**src/rtl/sad_pkg.sv**
```systemverilog
// Shared definitions for the SAD pipeline: default beat geometry and the
// occupancy state encoding used by every flow-controlled SAD stage.
package sad_pkg;

    localparam int SAD_LANES  = 4;
    localparam int SAD_DATA_W = 14;
    localparam int SAD_IDX_W  = 16;

    typedef enum logic [1:0] {
        EMPTY = 2'd0,
        ONE   = 2'd1,
        FULL  = 2'd2
    } sad_state_e;

endpackage

```
**src/rtl/sad_pipe_stage.sv**
```systemverilog
// Valid/ready pipeline stage with a one-entry skid buffer between SAD tree stages.
// Optional saturating stall counter enabled by defining SAD_PIPE_STALL_CNT_EN.
module sad_pipe_stage
    import sad_pkg::*;
#(
    parameter int LANES  = SAD_LANES,
    parameter int DATA_W = SAD_DATA_W,
    parameter int IDX_W  = SAD_IDX_W
) (
    input  logic                    clk,
    input  logic                    rst_n,
    input  logic                    flush,
    input  logic                    in_valid,
    output logic                    in_ready,
    input  logic [IDX_W-1:0]        in_index,
    input  logic                    in_trigger,
    input  logic [LANES*DATA_W-1:0] in_data,
    output logic                    out_valid,
    input  logic                    out_ready,
    output logic [IDX_W-1:0]        out_index,
    output logic                    out_trigger,
`ifdef SAD_PIPE_STALL_CNT_EN
    output logic [LANES*DATA_W-1:0] out_data,
    output logic [15:0]             stall_cnt
`else
    output logic [LANES*DATA_W-1:0] out_data
`endif
);

    localparam int BEAT_W = IDX_W + 1 + LANES*DATA_W;

    sad_state_e        state_q, state_d;
    logic [BEAT_W-1:0] main_q, main_d;
    logic [BEAT_W-1:0] skid_q, skid_d;
    logic              out_valid_q, in_ready_q;
    logic [BEAT_W-1:0] in_beat_s;
    logic              push_s, pop_s;

    assign in_beat_s = {in_index, in_trigger, in_data};
    assign push_s    = in_valid && in_ready_q;
    assign pop_s     = out_valid_q && out_ready;

    // Next occupancy state and main/skid register contents.
    always_comb begin
        state_d = state_q;
        main_d  = main_q;
        skid_d  = skid_q;
        case (state_q)
            EMPTY: begin
                if (push_s) begin
                    main_d  = in_beat_s;
                    state_d = ONE;
                end else begin
                    state_d = EMPTY;
                end
            end
            ONE: begin
                if (push_s && pop_s) begin
                    main_d  = in_beat_s;
                    state_d = ONE;
                end else if (push_s) begin
                    skid_d  = in_beat_s;
                    state_d = FULL;
                end else if (pop_s) begin
                    state_d = EMPTY;
                end else begin
                    state_d = ONE;
                end
            end
            FULL: begin
                if (pop_s) begin
                    main_d  = skid_q;
                    state_d = ONE;
                end else begin
                    state_d = FULL;
                end
            end
            default: begin
                state_d = EMPTY;
            end
        endcase
        // Flush only kills occupancy; data registers keep whatever they load.
        if (flush) begin
            state_d = EMPTY;
        end else begin
            state_d = state_d;
        end
    end

    // State, beat storage and registered handshake outputs.
    always_ff @(posedge clk or negedge rst_n) begin
        if (!rst_n) begin
            state_q     <= EMPTY;
            main_q      <= {BEAT_W{1'b0}};
            skid_q      <= {BEAT_W{1'b0}};
            out_valid_q <= 1'b0;
            in_ready_q  <= 1'b1;
        end else begin
            state_q     <= state_d;
            main_q      <= main_d;
            skid_q      <= skid_d;
            out_valid_q <= (state_d != EMPTY);
            in_ready_q  <= (state_d != FULL);
        end
    end

    assign in_ready    = in_ready_q;
    assign out_valid   = out_valid_q;
    assign out_index   = main_q[BEAT_W-1 -: IDX_W];
    assign out_trigger = main_q[LANES*DATA_W];
    assign out_data    = main_q[LANES*DATA_W-1:0];

`ifdef SAD_PIPE_STALL_CNT_EN
    logic [15:0] stall_cnt_q, stall_cnt_d;

    // Saturating count of cycles where a presented beat is back-pressured.
    always_comb begin
        stall_cnt_d = stall_cnt_q;
        if (out_valid_q && !out_ready && (stall_cnt_q != 16'hFFFF)) begin
            stall_cnt_d = stall_cnt_q + 16'd1;
        end else begin
            stall_cnt_d = stall_cnt_q;
        end
    end

    // Stall counter register; deliberately untouched by flush.
    always_ff @(posedge clk or negedge rst_n) begin
        if (!rst_n) begin
            stall_cnt_q <= 16'd0;
        end else begin
            stall_cnt_q <= stall_cnt_d;
        end
    end

    assign stall_cnt = stall_cnt_q;
`endif

endmodule
```
**config.mk**
```make
export PLATFORM = sky130hd
export DESIGN_NAME = sad_pipe_stage
export DESIGN_NICKNAME = d
export VERILOG_FILES = /design/src/rtl/sad_pkg.sv /design/src/rtl/sad_pipe_stage.sv
export SDC_FILE = /design/constraint.sdc
export NUM_CORES = 1
export LEC_CHECK = 0
export BUFFER_PORTS_ARGS = -buffer_cell sky130_fd_sc_hd__clkbuf_2
export CAP_MARGIN = 20
export CORE_ASPECT_RATIO = 1.75
export CORE_MARGIN = 3
export CORE_UTILIZATION = 40
export DETAILED_ROUTE_END_ITERATION = 16
export GPL_TIMING_DRIVEN = 0
export PLACE_DENSITY = 0.62
export SYNTH_ARGS = -nofsm -noshare
export SYNTH_HDL_FRONTEND = slang
export SYNTH_SLANG_ARGS = --single-unit
```
**constraint.sdc**
```tcl
create_clock -name clk -period 1.6 [get_ports clk]
set_input_delay 0.16 -clock clk [delete_from_list [all_inputs] [get_ports clk]]
set_output_delay 0.16 -clock clk [all_outputs]
set_load 0.02 [all_outputs]
```
==> reports/metrics.yaml, run 1 <==
drt_iter0_drc: 73
clock-sinks: 150
path_class: "reg -> reg"
grt_overflow: 0
hold_start: "in_data[18]"
die_h_um: 178.3
arrival_ns: 2.03
slew_headroom_pct: 63.08
synth_cells: 412
ctsHtreeMaxLevel: 4
fin_skew_ns: 0.01243
post_drt_wl_per_cell_um: 17.29
utilization_pct: 56.94
ys_seq_area_share_pct: 55.35
fmax_mhz: 575.1
first_global_vias: 4875
synth-async-reset-ratio_pct: 100.0
syn_nets: 490
drive_gt1_share_pct: 65.38
synth_edf_count: 0
via_count: 4323
numCtsBuffers: 17
io_pins: 153
cts_tree: "built"
r2r-start: "in_ready$_DFF_PN1_"
worstSetupEndpoint: "main_q[2]$_DFFE_PN0P_"
grt_pass1_wl_mm: 25.36
clk_path_buf_depth: 2
first_pass_iters: 4
cellLeakagePower_nw: 4.422
clkSlewWorstSetupHoldPaths_ns: 0.06
setup_tns_ns: -8.709
violations: "negative setup slack"
synth_area_um2: 6784
antenna_found_initial: 0
startpoint_type: "register"
syn_to_final_growth_pct: 38.69
pre_cts_ws_ns: -0.4454
fill_cells: 1388
cap_violations: 0
slew_viol_final: 0
mostFrequentLayoutCells: "clkbuf_2, mux2_2, dfrtp_1"
wirelength_mm: 15.56
r2r_setup_slack_ns: -0.14
vias_per_cell: 4.803
n_antenna_cell: 0
rows: 62
port_buffers: 152
finalCriticalPeriod_ns: 1.739
die_w_um: 104.4
syn_area_per_cell_um2: 16.47
synth_area_leaders: "dfrtp_1, mux2_2, mux2_4"
status: "finished with violations"
fin_ws_ns: -0.1387
rr_endpoint: "main_q[2]$_DFFE_PN0P_"
critical_path_required_ns: 1.89
rsz0062_at_grt: "true"
setup_violations: 72
synth.distinct_cells: 25
worst_r2r_path_depth: 5
grt.total_usage_pct: 17.34
powerDensity_nw_per_um2: 1590
hp-class: "in -> reg"
ant_nets: 0
cp_max_fo: 10
grt_max_degree: 84
synth-main-ff-cell: "dfrtp_1"
start_util_pct: 41.06
critPathCaptureType: "register"
layout.nets: 741
final_common_cell: "clkbuf_2"
worst-slew-pin-transition_ns: 0.5538
routabilityCongestion: 0.7343
dieArea_um2: 18620
yosys.area.top_type: "dfrtp_1"
dpl.hpwl_mm: 10.49
core_area_um2: 16520
clock-root-buffer: "clkbuf_16"
route.detailed.drc: 0
cp-startpoint: "in_ready$_DFF_PN1_"
clk-insertion-delay-late_ns: 0.42
synth_seq_cells: 150
fin_crit_sh_pct: 108.7
ir_drop_v: 0.0008375
holdWs_ns: 0.02274
p_total_mw: 14.96
hold_viol_final: 0
ys.warnings.count: 0
synth_top_area_share_pct: 54.96
## registers in the layout (all words and copies together), names as in the netlist
| register | count |
|---|---|
| in_ready | 1 |
| main_q | 73 |
| out_valid | 1 |
| skid_q | 73 |
| state_q | 2 |
## worst max-delay path, stage by stage, from the launching register on
cell and delay (ns):
dfstp_2 0.56, and4_1 0.21, a211o_1 0.18, buf_12 0.18, buf_12 0.16, mux2_4 0.31
## cell usage after synthesis (2+ instances only)
master   instances
a21oi_1          2
buf_1            3
buf_2           11
buf_6            8
dfrtp_1        149
mux2_2         149
mux2_4          70
nand2_1          3
## cell type report
class / count / area (µm²) / share of cell area, %
Buffer: 23 / 302.8 / 3.218
Tap cell: 224 / 280.3 / 2.979
Timing Repair Buffer: 232 / 1570 / 16.69
Clock inverter: 12 / 142.6 / 1.516
Inverter: 1 / 3.754 / 0.03989
Clock buffer: 20 / 446.7 / 4.747
Sequential cell: 150 / 3759 / 39.95
Multi-Input combinational cell: 238 / 2904 / 30.86
## through the flow
step           std cells  instance area [µm²]
6_report             900                 9409
5_1_grt              900                 9409
4_1_cts              896                 9309
3_5_place_dp         789                 7893
3_3_place_gp         788                 7856
2_1_floorplan        412                 6815
## logic make-up after synthesis
| family | synth area share [%] |
|---|---|
| compound gates | 0.9592 |
| buf+inv | 2.471 |
| flops | 55.35 |
| mux | 40.23 |
| simple gates | 0.9962 |
## power breakdown
group / total [mW] / switching (mW) / internal (mW)
Sequential: 6.21 / 0.854 / 5.36
Combinational: 4.73 / 2.09 / 2.64
Clock: 4.02 / 1.65 / 2.36
Total: 15.0 / 4.60 / 10.4
## what timing repair did
item	CTS	global route
hold buffers	71	1
hold endpoints to repair	137	1
pin swaps	1	2
setup endpoints to repair	146	142
resized for setup	29	14
buffers inserted	4	3
## per-layer routing
metal / global-route usage [%] / wire, µm / part of all wire, % / vias to the layer above
met5: 0 / 0 / 0 / -
met1: 19.64 / 6168 / 40 / 2219
met2: 31.93 / 8624 / 55 / 93
met4: 5.824 / 278 / 1.8 / 0
li1: - / - / - / 1991
met3: 4.020 / 487 / 3.1 / 20
## worst min path at each step
stage,endpoint,slack [ns],cells after the start
after global placement,out_valid$_DFF_PN0_,0.38,2
final,skid_q[18]$_DFFE_PN0P_,0.02,2
after detailed placement,main_q[4]$_DFFE_PN0P_,0.20,1
after CTS,skid_q[18]$_DFFE_PN0P_,0.0008,2
after floorplan,main_q[0]$_DFFE_PN0P_,-0.14,0
after global routing,skid_q[20]$_DFFE_PN0P_,0.01,2
No activity file was read; power rests on OpenSTA's default activity.
==> run 2: changes to the inputs <==
--- a/config.mk
+++ b/config.mk
@@ -6,13 +6,12 @@
 export NUM_CORES = 1
 export LEC_CHECK = 0
 export BUFFER_PORTS_ARGS = -buffer_cell sky130_fd_sc_hd__clkbuf_2
-export CAP_MARGIN = 20
 export CORE_ASPECT_RATIO = 1.75
 export CORE_MARGIN = 3
 export CORE_UTILIZATION = 40
 export DETAILED_ROUTE_END_ITERATION = 16
 export GPL_TIMING_DRIVEN = 0
-export PLACE_DENSITY = 0.62
+export PLACE_DENSITY = 0.63
 export SYNTH_ARGS = -nofsm -noshare
 export SYNTH_HDL_FRONTEND = slang
 export SYNTH_SLANG_ARGS = --single-unit
==> run 2 against run 1 <==
Net effect: the run still ends with negative setup slack left; power up 3.1%; worst hold slack worse by 0.014 ns; clock power up 4%; via count increased by 0.99%.
==> reports/metrics.yaml, run 2 (synthesized netlist as in run 1, its figures left out) <==
dp.cells: 789  # unchanged
cellLeakagePower_nw: 4.624  # +4.6%
p_int_mw: 10.85  # +4.7%
wirelength_mm: 16.03  # +3.0%
layout.nets: 749  # +1.1%
die_h_um: 178.3  # unchanged
worst-slew-pin-transition_ns: 0.5377  # -0.01606 ns
setup_violations: 146  # +100%
violations: "negative setup slack"
clock-sinks: 150  # unchanged
fmax_mhz: 562.5  # -2.2%
fin_ws_ns: -0.1776  # -0.03893 ns
start_util_pct: 41.06  # unchanged
arrival_ns: 2.07  # +0.04 ns
core_area_um2: 16520  # unchanged
status: "finished with violations"
startpoint_type: "register"
crit_slowest_cell: "dfrtp_2"
clkSlewWorstSetupHoldPaths_ns: 0.06  # about the same
ant_nets: 0  # unchanged
mostFrequentLayoutCells: "clkbuf_2, mux2_2, dfrtp_1"
clock-root-buffer: "clkbuf_16"
hold_start: "in_data[17]"
ctsHtreeMaxLevel: 4  # unchanged
first_global_vias: 4687  # -3.9%
cap_violations: 0  # unchanged
dieArea_um2: 18620  # unchanged
path_class: "reg -> reg"
grt_pass1_wl_mm: 24.32  # -4.1%
port_buffers: 152  # unchanged
rows: 62  # unchanged
cpPeakStageDelay_ns: 0.46  # -0.10 ns
critPathCaptureType: "register"
slew_headroom_pct: 64.15  # +1.1 points
p_switching_mw: 4.568  # -0.59%
grt_overflow: 0  # unchanged
n_antenna_cell: 0  # unchanged
grt.total_usage_pct: 16.46  # -0.88 points
crit_buf_inv: 2  # unchanged
clock_power_share_pct: 27.0  # about the same
drt_iter0_drc: 111  # +52%
numCtsBuffers: 17  # unchanged
power_frac_seq_pct: 40.3  # -1.2 points
utilization_pct: 59.25  # +2.3 points
pre_cts_ws_ns: -0.3333  # +0.1121 ns
cp_max_fo: 10  # unchanged
finalCriticalPeriod_ns: 1.778  # +0.03893 ns
first_pass_iters: 4  # unchanged
rsz0062_at_grt: "true"
dpl.hpwl_mm: 10.17  # -3.1%
die_w_um: 104.4  # unchanged
hp-class: "in -> reg"
cts_tree: "built"
hold_viol_final: 0  # unchanged
r2r-start: "state_q[1]$_DFF_PN0_"
routabilityCongestion: 0.7696  # +4.8%
drive_gt1_share_pct: 67.35  # +2.0 points
swShare_pct: 29.63  # -1.1 points
r2r_setup_slack_ns: -0.18  # -0.04 ns
powerDensity_nw_per_um2: 1575  # -0.94%
post_drt_wl_per_cell_um: 17.67  # +2.2%
via_count: 4366  # +0.99%
cp-startpoint: "state_q[1]$_DFF_PN0_"
clk_path_buf_depth: 2  # unchanged
power_frac_comb_pct: 32.7  # +1.1 points
final_common_cell: "clkbuf_2"
fin_skew_ns: 0.007678  # -0.004749 ns
io_pins: 153  # unchanged
route.detailed.drc: 0  # unchanged
syn_to_final_growth_pct: 44.30
slew_viol_final: 0  # unchanged
ir_drop_v: 0.0007033  # -16%
largest_registers: "main_q: 73 flops, skid_q: 73 flops, state_q: 2 flops"
path_delay_family: "flip-flops"
antenna_found_initial: 0  # unchanged
clk-insertion-delay-late_ns: 0.41  # about the same
path_cells: "and4b_1 -> a211o_4 -> clkbuf_16 -> buf_12 -> mux2_4"
grt_max_degree: 88  # +4.8%
fin_crit_sh_pct: 111.1  # +2.4 points
setup_tns_ns: -14.88  # -6.169 ns
vias_per_cell: 4.814  # +0.22%
critical_path_required_ns: 1.89  # about the same
final_cells: 907  # +0.78%
-- run 2: worst paths after layout --
path,end,cells after the start
max in group asynchronous,in_ready$_DFF_PN1_,3
min in group asynchronous,skid_q[4]$_DFFE_PN0P_,2
worst max register to register,main_q[3]$_DFFE_PN0P_,5
worst max-delay path,main_q[3]$_DFFE_PN0P_,5
worst min-delay path,skid_q[17]$_DFFE_PN0P_,2
worst min register to register,skid_q[39]$_DFFE_PN0P_,1
-- run 2: per-layer routing --
layer  routed length, µm  part of all wire, %  track usage [%]  vias to the layer above
li1                    -                    -                -                     2015
met1                6356                   40            19.34                     2228
met2                8858                   55            29.64                      110
met3                 572                  3.6            3.586                       13
met4                 238                  1.5            5.602                        0
met5                   0                    0                0                        -
-- run 2: stage by stage --
stage          cell area (µm²)  power, mW  hold slack [ns]
2_1_floorplan             6815      9.266          -0.1356
4_1_cts                   9235      15.17         0.001113
6_report                  9789      15.42         0.008749
3_3_place_gp              7856      10.50           0.3756
3_5_place_dp              7893      10.72           0.1839
5_1_grt                   9789      16.20         0.008822
-- run 2: cell type report --
type | count | area [µm²]
multi-input combinational | 240 | 2967
timing repair buffer | 238 | 1804
clock inverter | 12 | 177.7
sequential | 150 | 3759
clock buffer | 19 | 432.9
buffer | 23 | 365.4
fill | 1332 | 6734
inverter | 1 | 3.754
tap | 224 | 280.3
-- run 2: timing repair --
action / 4_1_cts / 5_1_grt
hold buffers: 63 / 0
setup endpoints to repair: 145 / 143
endpoints found under the hold margin: 127 / 0
pin swaps: 1 / 5
resized for setup: 31 / 37
cloned: 0 / 12
buffers inserted: 0 / 12
-- run 2: power groups by stage --
stage	Sequential (mW)	Clock (mW)	Combinational (mW)
2_1_floorplan	6.80	0	2.46
3_3_place_gp	6.16	0	4.35
3_5_place_dp	6.25	0	4.47
4_1_cts	6.20	4.28	4.69
5_1_grt	6.40	4.41	5.39
6_report	6.21	4.17	5.04
